## config.mk

```make
export PLATFORM = sky130hd
export DESIGN_NAME = sign_extension
export DESIGN_NICKNAME = d
export VERILOG_FILES = /design/src/rtl/sign_extension.sv
export SDC_FILE = /design/constraint.sdc
export NUM_CORES = 1
export LEC_CHECK = 0
export BUFFER_PORTS_ARGS = -buffer_cell sky130_fd_sc_hd__buf_2
export CELL_PAD_IN_SITES_DETAIL_PLACEMENT = 1
export CELL_PAD_IN_SITES_GLOBAL_PLACEMENT = 2
export CORE_MARGIN = 2
export CORE_UTILIZATION = 24
export CTS_BUF_LIST = sky130_fd_sc_hd__clkbuf_4 sky130_fd_sc_hd__clkbuf_8
export CTS_CLUSTER_SIZE = 8
export DETAILED_ROUTE_END_ITERATION = 16
export PLACE_DENSITY_LB_ADDON = 0.2
export SLEW_MARGIN = 40
export SYNTH_ARGS = -nofsm -noshare
export SYNTH_HDL_FRONTEND = slang
export SYNTH_SLANG_ARGS = --single-unit
```

## constraint.sdc

```tcl
create_clock -name clk -period 0.8 [get_ports clk]
set_input_delay 0.08 -clock clk [delete_from_list [all_inputs] [get_ports clk]]
set_output_delay 0.08 -clock clk [all_outputs]
set_load 0.05 [all_outputs]
```

## src/rtl/sign_extension.sv

```systemverilog
// sign_extension: widens an IN_W-bit field to OUT_W bits, by sign or zero fill, and
// registers the result after a small logical left shift.
//
// Ports:
//   clk        - rising-edge clock for all registers
//   rst_n      - asynchronous active-low reset
//   in_sign    - IN_W-bit value to extend
//   in_valid   - qualifies in_sign, ext_mode and shamt for capture
//   ext_mode   - 0: sign extension, 1: zero extension
//   shamt      - left-shift amount (0..3) applied after extension
//   out_sign   - registered, shifted, extended value (holds when in_valid is low)
//   out_valid  - registered valid flag for out_sign
//   out_comb   - combinational extended value of in_sign (no shift, ignores in_valid)
module sign_extension #(
  parameter int unsigned IN_W  = 3,
  parameter int unsigned OUT_W = 8
) (
  input  logic             clk,
  input  logic             rst_n,
  input  logic [IN_W-1:0]  in_sign,
  input  logic             in_valid,
  input  logic             ext_mode,
  input  logic [1:0]       shamt,
  output logic [OUT_W-1:0] out_sign,
  output logic             out_valid,
  output logic [OUT_W-1:0] out_comb
);

  logic [OUT_W-1:0] ext_val;
  logic [OUT_W-1:0] shifted;
  logic [OUT_W-1:0] out_sign_d, out_sign_q;
  logic             out_valid_d, out_valid_q;
  logic             fill_bit;

  if (OUT_W < IN_W) begin : gen_bad_width
    $error("sign_extension: OUT_W must be >= IN_W");
  end

  assign fill_bit = ext_mode ? 1'b0 : in_sign[IN_W-1];

  // Equal widths leave nothing to fill, so the extension collapses to a wire.
  if (OUT_W > IN_W) begin : gen_extend
    assign ext_val = {{(OUT_W - IN_W){fill_bit}}, in_sign};
  end else begin : gen_identity
    assign ext_val = in_sign;
  end

  // Logical shift: bits leave at the top, zeros enter at the bottom.
  assign shifted  = ext_val << shamt;
  assign out_comb = ext_val;

  always_comb begin
    out_sign_d  = out_sign_q;
    out_valid_d = in_valid;
    if (in_valid) begin
      out_sign_d = shifted;
    end
  end

  always_ff @(posedge clk or negedge rst_n) begin
    if (!rst_n) begin
      out_sign_q  <= '0;
      out_valid_q <= 1'b0;
    end else begin
      out_sign_q  <= out_sign_d;
      out_valid_q <= out_valid_d;
    end
  end

  assign out_sign  = out_sign_q;
  assign out_valid = out_valid_q;

endmodule

```

==> results of run 1 <==
==> sequential cells by signal, summed over array words and instances (netlist names) <==
| name | cells |
|---|---|
| out_sign | 7 |
| out_valid | 1 |
==> layout make-up <==
cell class / instances / area (sq um)
timing repair buffer: 30 / 264
tap: 25 / 31.3
fill: 207 / 1020
sequential: 8 / 209
clock buffer: 4 / 30.0
multi-input combinational: 20 / 146
inverter: 6 / 22.5
==> cell families after synthesis <==
logic type	count (synthesis)	share of synthesized area
DFF	8	0.456
and+or+nand+nor	8	0.111
buffers and inverters	16	0.216
muxes	3	0.0712
AOI/OAI and AO/OA	9	0.145
==> layout by cell type, fill, tap and decap left out <==
cell	n
dfrtp_1	1
o211ai_1	1
clkbuf_4	4
a21boi_0	1
o221ai_1	1
nand3b_1	1
o22ai_1	3
dlygate4sd3_1	1
mux2i_1	2
o32ai_1	1
nand4b_1	1
buf_6	15
dfrtp_2	7
buf_8	1
o21a_1	1
buf_2	11
buf_4	2
nor2b_2	1
and2_1	1
mux2_2	1
inv_1	6
o21ai_0	1
nand2_1	2
nand2b_1	2
==> per-stage QoR <==
step | setup WS, ns | utilization
floorplan | -0.108 | -
global placement | -0.0372 | 0.321
detailed placement | -0.0580 | 0.321
CTS | -0.120 | 0.384
global route | -0.145 | 0.407
finish | -0.111 | 0.407
==> layer usage <==
metal	up-vias	GRT usage	wire, um
li1	190	-	-
met1	184	0.143	509
met2	13	0.156	492
met3	0	0.0385	65
met4	0	0.0500	0
met5	-	0	0
==> power groups by stage <==
stage	combinational, W	clock (W)	sequential [W]
final	0.000512	0.000374	0.000475
after global routing	0.000541	0.000420	0.000478
after detailed placement	0.000424	0	0.000470
after global placement	0.000423	0	0.000470
after CTS	0.000487	0.000391	0.000474
after floorplan	0.000199	0	0.000605
==> path summary, 6_finish.rpt <==
check / startpoint / endpoint / slack (ns) / cells after the start
max: out_sign[6]$_DFFE_PN0P_ / out_sign[6] / -0.11 / 1
min: in_valid / out_valid$_DFF_PN0_ / 0.06 / 1
max reg2reg: out_sign[6]$_DFFE_PN0P_ / out_sign[6]$_DFFE_PN0P_ / 0 / 1
min reg2reg: out_sign[1]$_DFFE_PN0P_ / out_sign[1]$_DFFE_PN0P_ / 0.55 / 2
max in group asynchronous: rst_n / out_sign[4]$_DFFE_PN0P_ / 0.39 / 2
min in group asynchronous: rst_n / out_sign[2]$_DFFE_PN0P_ / 0.21 / 2
==> cells in the mapped netlist <==
cell type / n / area share
o221ai_1: 1 / 0.020
mux2_2: 1 / 0.026
nand2_1: 2 / 0.017
buf_2: 1 / 0.011
and2_1: 1 / 0.014
nand4b_1: 1 / 0.020
nand3b_1: 1 / 0.017
nor2b_1: 1 / 0.014
buf_4: 9 / 0.15
o211ai_1: 1 / 0.017
inv_1: 6 / 0.051
o21ai_0: 1 / 0.011
nand2b_1: 2 / 0.028
dfrtp_1: 8 / 0.46
a21boi_0: 1 / 0.017
mux2i_1: 2 / 0.046
o32ai_1: 1 / 0.020
o21a_1: 1 / 0.017
o22ai_1: 3 / 0.043
==> what timing repair did <==
action / in CTS / in global routing
setup endpoints to repair: 14 / 15
hold endpoints to repair: 8 / 0
hold buffers: 1 / 0
gates resized for setup: 23 / 9
buffers inserted: 0 / 1
pin swaps: 0 / 0
==> results_dict.tcl, run 1 <==
set metrics [dict create \
    grt_pass1_vias 373 \
    dp_hpwl_um 771 \
    synthCells 44 \
    max-vdd-ir-drop_v 0.000553 \
    fp.dieH_um 46.8 \
    wl_per_cell_um 11.5 \
    insertion_delay_ns 0.25 \
    worstPathRequired_ns 0.72 \
    htree_levels 1 \
    path_class "register to output port" \
    synthToLayoutAreaGrowth_pct 60.1 \
    path_clk_slew_ns 0.06 \
    p_per_area_nw_per_um2 1930 \
    overflow 0 \
    setup-violations-final 9 \
    wl_um 1070 \
    power_switching_w 0.000499 \
    timing.final.ws_setup_ns -0.111 \
    drt-pass1-iter-count 4 \
    grt_pass1_wl_um 1640 \
    comb_power_share 0.376 \
    dpl_cell_area_sq_um 554 \
    drc 0 \
    syn_area_sq_um 439 \
    die_w_um 46.8 \
    crit_path_max_fanout 3 \
    fin_cells 93 \
    p_total_w 0.00136 \
    setup_tns_ns -0.820 \
    critPathLaunchType "register" \
    crit_chain "buf_6" \
    die_area_sq_um 2190 \
    routed_via_density 4.16 \
    drt_iter0_drc 9 \
    fin_crit_sh 1.14 \
    final_area_sq_um 703 \
    hold_class "primary input to register" \
    cts_tree "done" \
    clock-sinks 8 \
    finClkSkew_ns 0 \
    rows 15 \
    swShare 0.367 \
    ys_types 19 \
    whs_ns 0.0610 \
    gp_congestion 0.730 \
    grt_max_degree 12 \
    relSlewSlack 0.851 \
    max_freq_mhz 1100 \
    numPortBuffers 25 \
    ys_seq_area_frac 0.456 \
    worst_pin_slew_ns 0.217 \
    n_antenna_cell 0 \
    clockRootBuffer "clkbuf_4" \
    core_area_sq_um 1730 \
    cp.arrival_ns 0.83 \
    yosysWarnings 0 \
    critical_path.slowest_cell "dfrtp_2" \
    ys_seq_elements 8 \
    p_int_w 0.000861 \
    grtUsageTotal 0.108 \
    postRouteAntennaNets 0 \
    report.final.slew_viol_count 0 \
    max-cap-violations 0 \
    endpoint_kind "output port" \
    fin_nets 78 \
    syn_avg_cell_area_sq_um 9.98 \
    io_pins 26 \
    start_util 0.254 \
    cts_buffers 3 \
    syn_nets 53 \
    clkPwrFrac 0.275 \
    antenna_found_initial 0 \
    crit_path_max_incr_delay_ns 0.42 \
    grt_setup_unrepaired "yes" \
    critical_path.top_delay_family "flip-flops" \
    layout_min_cycle_time_ns 0.911 \
    post-place-cells 87 \
    status "complete, but fails checks" \
    drive_above_1_share 0.618 \
    vias 387 \
    pwr-share-seq 0.349 \
    violations "setup timing" \
    clockBufferDepth 2 \
    hold_viol 0 \
    leakage_nw 0.333 \
    cp_num_buf_inv 1 \
]
Note: power is estimated with default switching activity, not from simulation.
==> run 2: changes to the inputs <==
--- a/config.mk
+++ b/config.mk
@@ -13,6 +13,7 @@
 export CTS_BUF_LIST = sky130_fd_sc_hd__clkbuf_4 sky130_fd_sc_hd__clkbuf_8
 export CTS_CLUSTER_SIZE = 8
 export DETAILED_ROUTE_END_ITERATION = 16
+export MAX_ROUTING_LAYER = met4
 export PLACE_DENSITY_LB_ADDON = 0.2
 export SLEW_MARGIN = 40
 export SYNTH_ARGS = -nofsm -noshare
==> run 2 against run 1 <==
  * The flow still finishes with violations (setup timing)
  * Worst hold slack about the same
  * Global-route usage increased by 0.35 points
  * Cell area unchanged
  * Fmax unchanged
  * Highest routed layer unchanged
==> results_dict.tcl, run 2 (synthesis gave the netlist of run 1 again) <==
set metrics [dict create \
    largest_register_ff_count 7 \
    die_area_sq_um 2190 \
    status "complete, but fails checks" \
    grt_pass1_vias 373 \
    vias 387 \
    drc 0 \
    p_per_area_nw_per_um2 1930 \
    dp_hpwl_um 771 \
    rows 15 \
    max-vdd-ir-drop_v 0.000553 \
    routed_via_density 4.16 \
    wl_per_cell_um 11.5 \
    synthToLayoutAreaGrowth_pct 60.1 \
    crit_path_max_incr_delay_ns 0.42 \
    overflow 0 \
    violations "setup timing" \
    clock-sinks 8 \
    power_switching_w 0.000499 \
    gp_congestion 0.738 \
    clkPwrFrac 0.275 \
    path_clk_slew_ns 0.06 \
    worst_pin_slew_ns 0.217 \
    max-cap-violations 0 \
    crit_chain "buf_6" \
    cts_buffers 3 \
    critical_path.top_delay_family "flip-flops" \
    n_antenna_cell 0 \
    endpoint_kind "output port" \
    comb_power_share 0.376 \
    postRouteAntennaNets 0 \
    hold_viol 0 \
    swShare 0.367 \
    grt_pass1_wl_um 1640 \
    crit_path_max_fanout 3 \
    seqCellArea_sq_um 209 \
    insertion_delay_ns 0.25 \
    fin_crit_sh 1.14 \
    layout_common_cells "15 x buf_6, 11 x buf_2, 7 x dfrtp_2" \
    grtUsageTotal 0.111 \
    antenna_found_initial 0 \
    p_int_w 0.000861 \
    critPathLaunchType "register" \
    critical_path.slowest_cell "dfrtp_2" \
    fin_util 0.407 \
    fin_nets 78 \
    max_freq_mhz 1100 \
    cp.arrival_ns 0.83 \
    numPortBuffers 25 \
    wl_um 1070 \
    pwr-share-seq 0.349 \
    finClkSkew_ns 0 \
    cts_tree "done" \
    drive_above_1_share 0.618 \
    drt_iter0_drc 9 \
    timing.final.ws_setup_ns -0.111 \
    layout_min_cycle_time_ns 0.911 \
    path_class "register to output port" \
    grt_setup_unrepaired "yes" \
    hold_class "primary input to register" \
    worstPathRequired_ns 0.72 \
    start_util 0.254 \
    clockRootBuffer "clkbuf_4" \
    drt-pass1-iter-count 4 \
    io_pins 26 \
    pre_cts_ws_ns -0.0580 \
    setup-violations-final 9 \
    relSlewSlack 0.851 \
    grt_max_degree 12 \
    cp_num_buf_inv 1 \
    leakage_nw 0.333 \
    die_w_um 46.8 \
    fp.dieH_um 46.8 \
    multi_input_area_sq_um 146 \
    htree_levels 1 \
    final_common_cell "buf_6" \
    report.final.slew_viol_count 0 \
    fill_cells 207 \
    clockBufferDepth 2 \
    core_area_sq_um 1730 \
]
-- run 2: repair_timing --
action | in CTS | in global routing
endpoints found under the hold margin | 8 | 0
endpoints found under the setup margin | 14 | 15
buffers inserted | 0 | 1
hold buffers | 1 | 0
resized for setup | 23 | 9
-- run 2: final cells by class --
type	instances	area share
clock buffer	4	0.0427
timing repair buffer	30	0.375
inverter	6	0.0320
sequential	8	0.297
tap	25	0.0445
multi-input combinational	20	0.208
-- run 2: per-stage QoR --
step / std cells / area [sq um] / hold WS [ns] / total power, W / setup TNS [ns]
floorplan: 44 / 448 / -0.216 / 0.000804 / -0.156
global placement: 87 / 554 / -0.0618 / 0.000893 / -0.0964
detailed placement: 87 / 554 / -0.0609 / 0.000894 / -0.195
CTS: 92 / 663 / 0.0568 / 0.00135 / -0.901
global route: 93 / 703 / 0.0484 / 0.00144 / -1.16
finish: 93 / 703 / 0.0610 / 0.00136 / -0.820
-- run 2: path summary, 6_finish.rpt --
path,endpoint,start,cells after the start,slack [ns]
min in group asynchronous,out_sign[2]$_DFFE_PN0P_,rst_n,2,0.21
max in group asynchronous,out_sign[4]$_DFFE_PN0P_,rst_n,2,0.39
min,out_valid$_DFF_PN0_,in_valid,1,0.06
max reg2reg,out_sign[6]$_DFFE_PN0P_,out_sign[6]$_DFFE_PN0P_,1,0
max,out_sign[6],out_sign[6]$_DFFE_PN0P_,1,-0.11
min reg2reg,out_sign[1]$_DFFE_PN0P_,out_sign[1]$_DFFE_PN0P_,2,0.55
-- run 2: power groups by stage --
stage | Sequential (W) | Combinational (W) | Clock, W
2_1_floorplan | 0.000605 | 0.000199 | 0
3_3_place_gp | 0.000470 | 0.000423 | 0
3_5_place_dp | 0.000470 | 0.000424 | 0
4_1_cts | 0.000474 | 0.000487 | 0.000391
5_1_grt | 0.000478 | 0.000541 | 0.000420
6_report | 0.000475 | 0.000512 | 0.000374
-- run 2: routing by layer --
metal	track usage	vias to the layer above	wire, um
met2	0.156	13	492
met3	0.0346	0	61
met1	0.146	184	514
met5	-	-	0
met4	0.0500	0	0
li1	-	190	-
==> run 3: changes to the inputs <==
--- a/config.mk
+++ b/config.mk
@@ -5,7 +5,7 @@
 export SDC_FILE = /design/constraint.sdc
 export NUM_CORES = 1
 export LEC_CHECK = 0
-export BUFFER_PORTS_ARGS = -buffer_cell sky130_fd_sc_hd__buf_2
+export BUFFER_PORTS_ARGS = -buffer_cell sky130_fd_sc_hd__buf_4
 export CELL_PAD_IN_SITES_DETAIL_PLACEMENT = 1
 export CELL_PAD_IN_SITES_GLOBAL_PLACEMENT = 2
 export CORE_MARGIN = 2
==> run 3 against run 2 <==
  * The flow still finishes with violations (setup timing)
  * Worst hold slack got worse by 0.0067 ns
  * Global-route usage grew 0.090 points
  * Wire length decreased by 3.6%
  * Fmax increased by 0.51%
  * Critical path depth unchanged
  * Cell area grew 0.89%
  * Utilization rose by 0.36 points
  * Clock skew did not move
  * Clock power is 2% lower
  * Register-to-register slack about the same
  * Cell count shrank 1.1%
==> results_dict.tcl, run 3 (synthesis gave the netlist of run 1 again) <==
set metrics [dict create \
    path_class "register to output port" \
    insertion_delay_ns 0.25 \
    vias 379 \
    hold_viol 0 \
    worst_pin_slew_ns 0.201 \
    max-cap-violations 0 \
    clockBufferDepth 2 \
    crit_path_max_incr_delay_ns 0.42 \
    critical_path.slowest_cell "dfrtp_2" \
    worstPathRequired_ns 0.72 \
    wl_per_cell_um 11.2 \
    critical_path.top_delay_family "flip-flops" \
    io_pins 26 \
    antenna_found_initial 0 \
    synthToLayoutAreaGrowth_pct 61.5 \
    drc 0 \
    reg2reg_depth 1 \
    grt_pass1_wl_um 1630 \
    status "complete, but fails checks" \
    endpoint_kind "output port" \
    max-vdd-ir-drop_v 0.000743 \
    die_w_um 46.8 \
    overflow 0 \
    core_area_sq_um 1730 \
    die_area_sq_um 2190 \
    postCtsSetupBuffers 0 \
    grtUsageTotal 0.112 \
    drt_iter0_drc 7 \
    holdPathStages 1 \
    numPortBuffers 25 \
    crit_chain "buf_6" \
    hold_class "primary input to register" \
    cp.arrival_ns 0.83 \
    cts_buffers 3 \
    largest_register_ff_count 7 \
    fin_crit_sh 1.13 \
    pre_cts_ws_ns -0.0505 \
    path_depth 1 \
    grt_pass1_vias 372 \
    post-place-cells 87 \
    grt_max_degree 15 \
    leakage_nw 0.337 \
    finClkSkew_ns 0 \
    gp_congestion 0.723 \
    critPathLaunchType "register" \
    fin_nets 77 \
    cts_tree "done" \
    grt_setup_unrepaired "yes" \
    rows 15 \
    wl_um 1030 \
    crit_path_max_fanout 3 \
    layout_min_cycle_time_ns 0.906 \
    timing.final.ws_setup_ns -0.106 \
    drt-pass1-iter-count 4 \
    htree_levels 1 \
    report.final.slew_viol_count 0 \
    cp_num_buf_inv 1 \
    n_antenna_cell 0 \
    p_per_area_nw_per_um2 1900 \
    setup-violations-final 9 \
    violations "setup timing" \
    fin_cells 92 \
    routed_via_density 4.12 \
    dp_hpwl_um 802 \
    path_clk_slew_ns 0.05 \
    layout_common_cells "16 x buf_4, 12 x buf_6, 7 x dfrtp_2" \
    max_freq_mhz 1100 \
    fp.dieH_um 46.8 \
    relSlewSlack 0.862 \
    postRouteAntennaNets 0 \
    start_util 0.254 \
    clock-sinks 8 \
    r2r_slack_ns 0 \
    final_common_cell "buf_4" \
    clockRootBuffer "clkbuf_4" \
    drive_above_1_share 0.612 \
    whs_ns 0.0542 \
]
==> run 3: worst paths after layout <==
path / from / endpoint
setup / recovery: out_sign[6]$_DFFE_PN0P_ / out_sign[6]
hold / removal: in_valid / out_valid$_DFF_PN0_
setup reg to reg: out_sign[6]$_DFFE_PN0P_ / out_sign[6]$_DFFE_PN0P_
hold reg to reg: out_sign[2]$_DFFE_PN0P_ / out_sign[2]$_DFFE_PN0P_
max in group asynchronous: rst_n / out_sign[5]$_DFFE_PN0P_
min in group asynchronous: rst_n / out_sign[1]$_DFFE_PN0P_
==> run 3: power breakdown <==
part	switching, W	internal, W	leakage [nW]
clock network	0.000140	0.000225	0.0184
registers	0.0000253	0.000447	0.0912
logic	0.000321	0.000190	0.227
==> run 3: cell type report <==
class | instances | area, sq um
clock buffers | 4 | 30.0
fillers | 216 | 1020
inverters | 6 | 22.5
multi-input cells | 20 | 151
flip-flops and latches | 8 | 209
well taps | 25 | 31.3
repair buffers | 29 | 265
==> run 3: repair_timing <==
item	CTS	global route
hold endpoints to repair	8	0
hold buffers	1	0
gates resized for setup	10	4
endpoints found under the setup margin	14	15
==> run 3: routing by layer <==
layer  wire, um  track usage
met5          0            -
met3         59       0.0346
met2        511        0.159
met1        454        0.139
met4          5       0.0667
==> run 3: metrics by stage <==
step            util  setup TNS, ns  power (W)  instance area, sq um
3_3_place_gp   0.357              0   0.000945                   617
3_5_place_dp   0.357         -0.233   0.000948                   617
5_1_grt        0.411          -1.14    0.00144                   709
2_1_floorplan      -         -0.156   0.000804                   448
4_1_cts        0.401         -0.885    0.00137                   693
6_report       0.411         -0.764    0.00135                   709
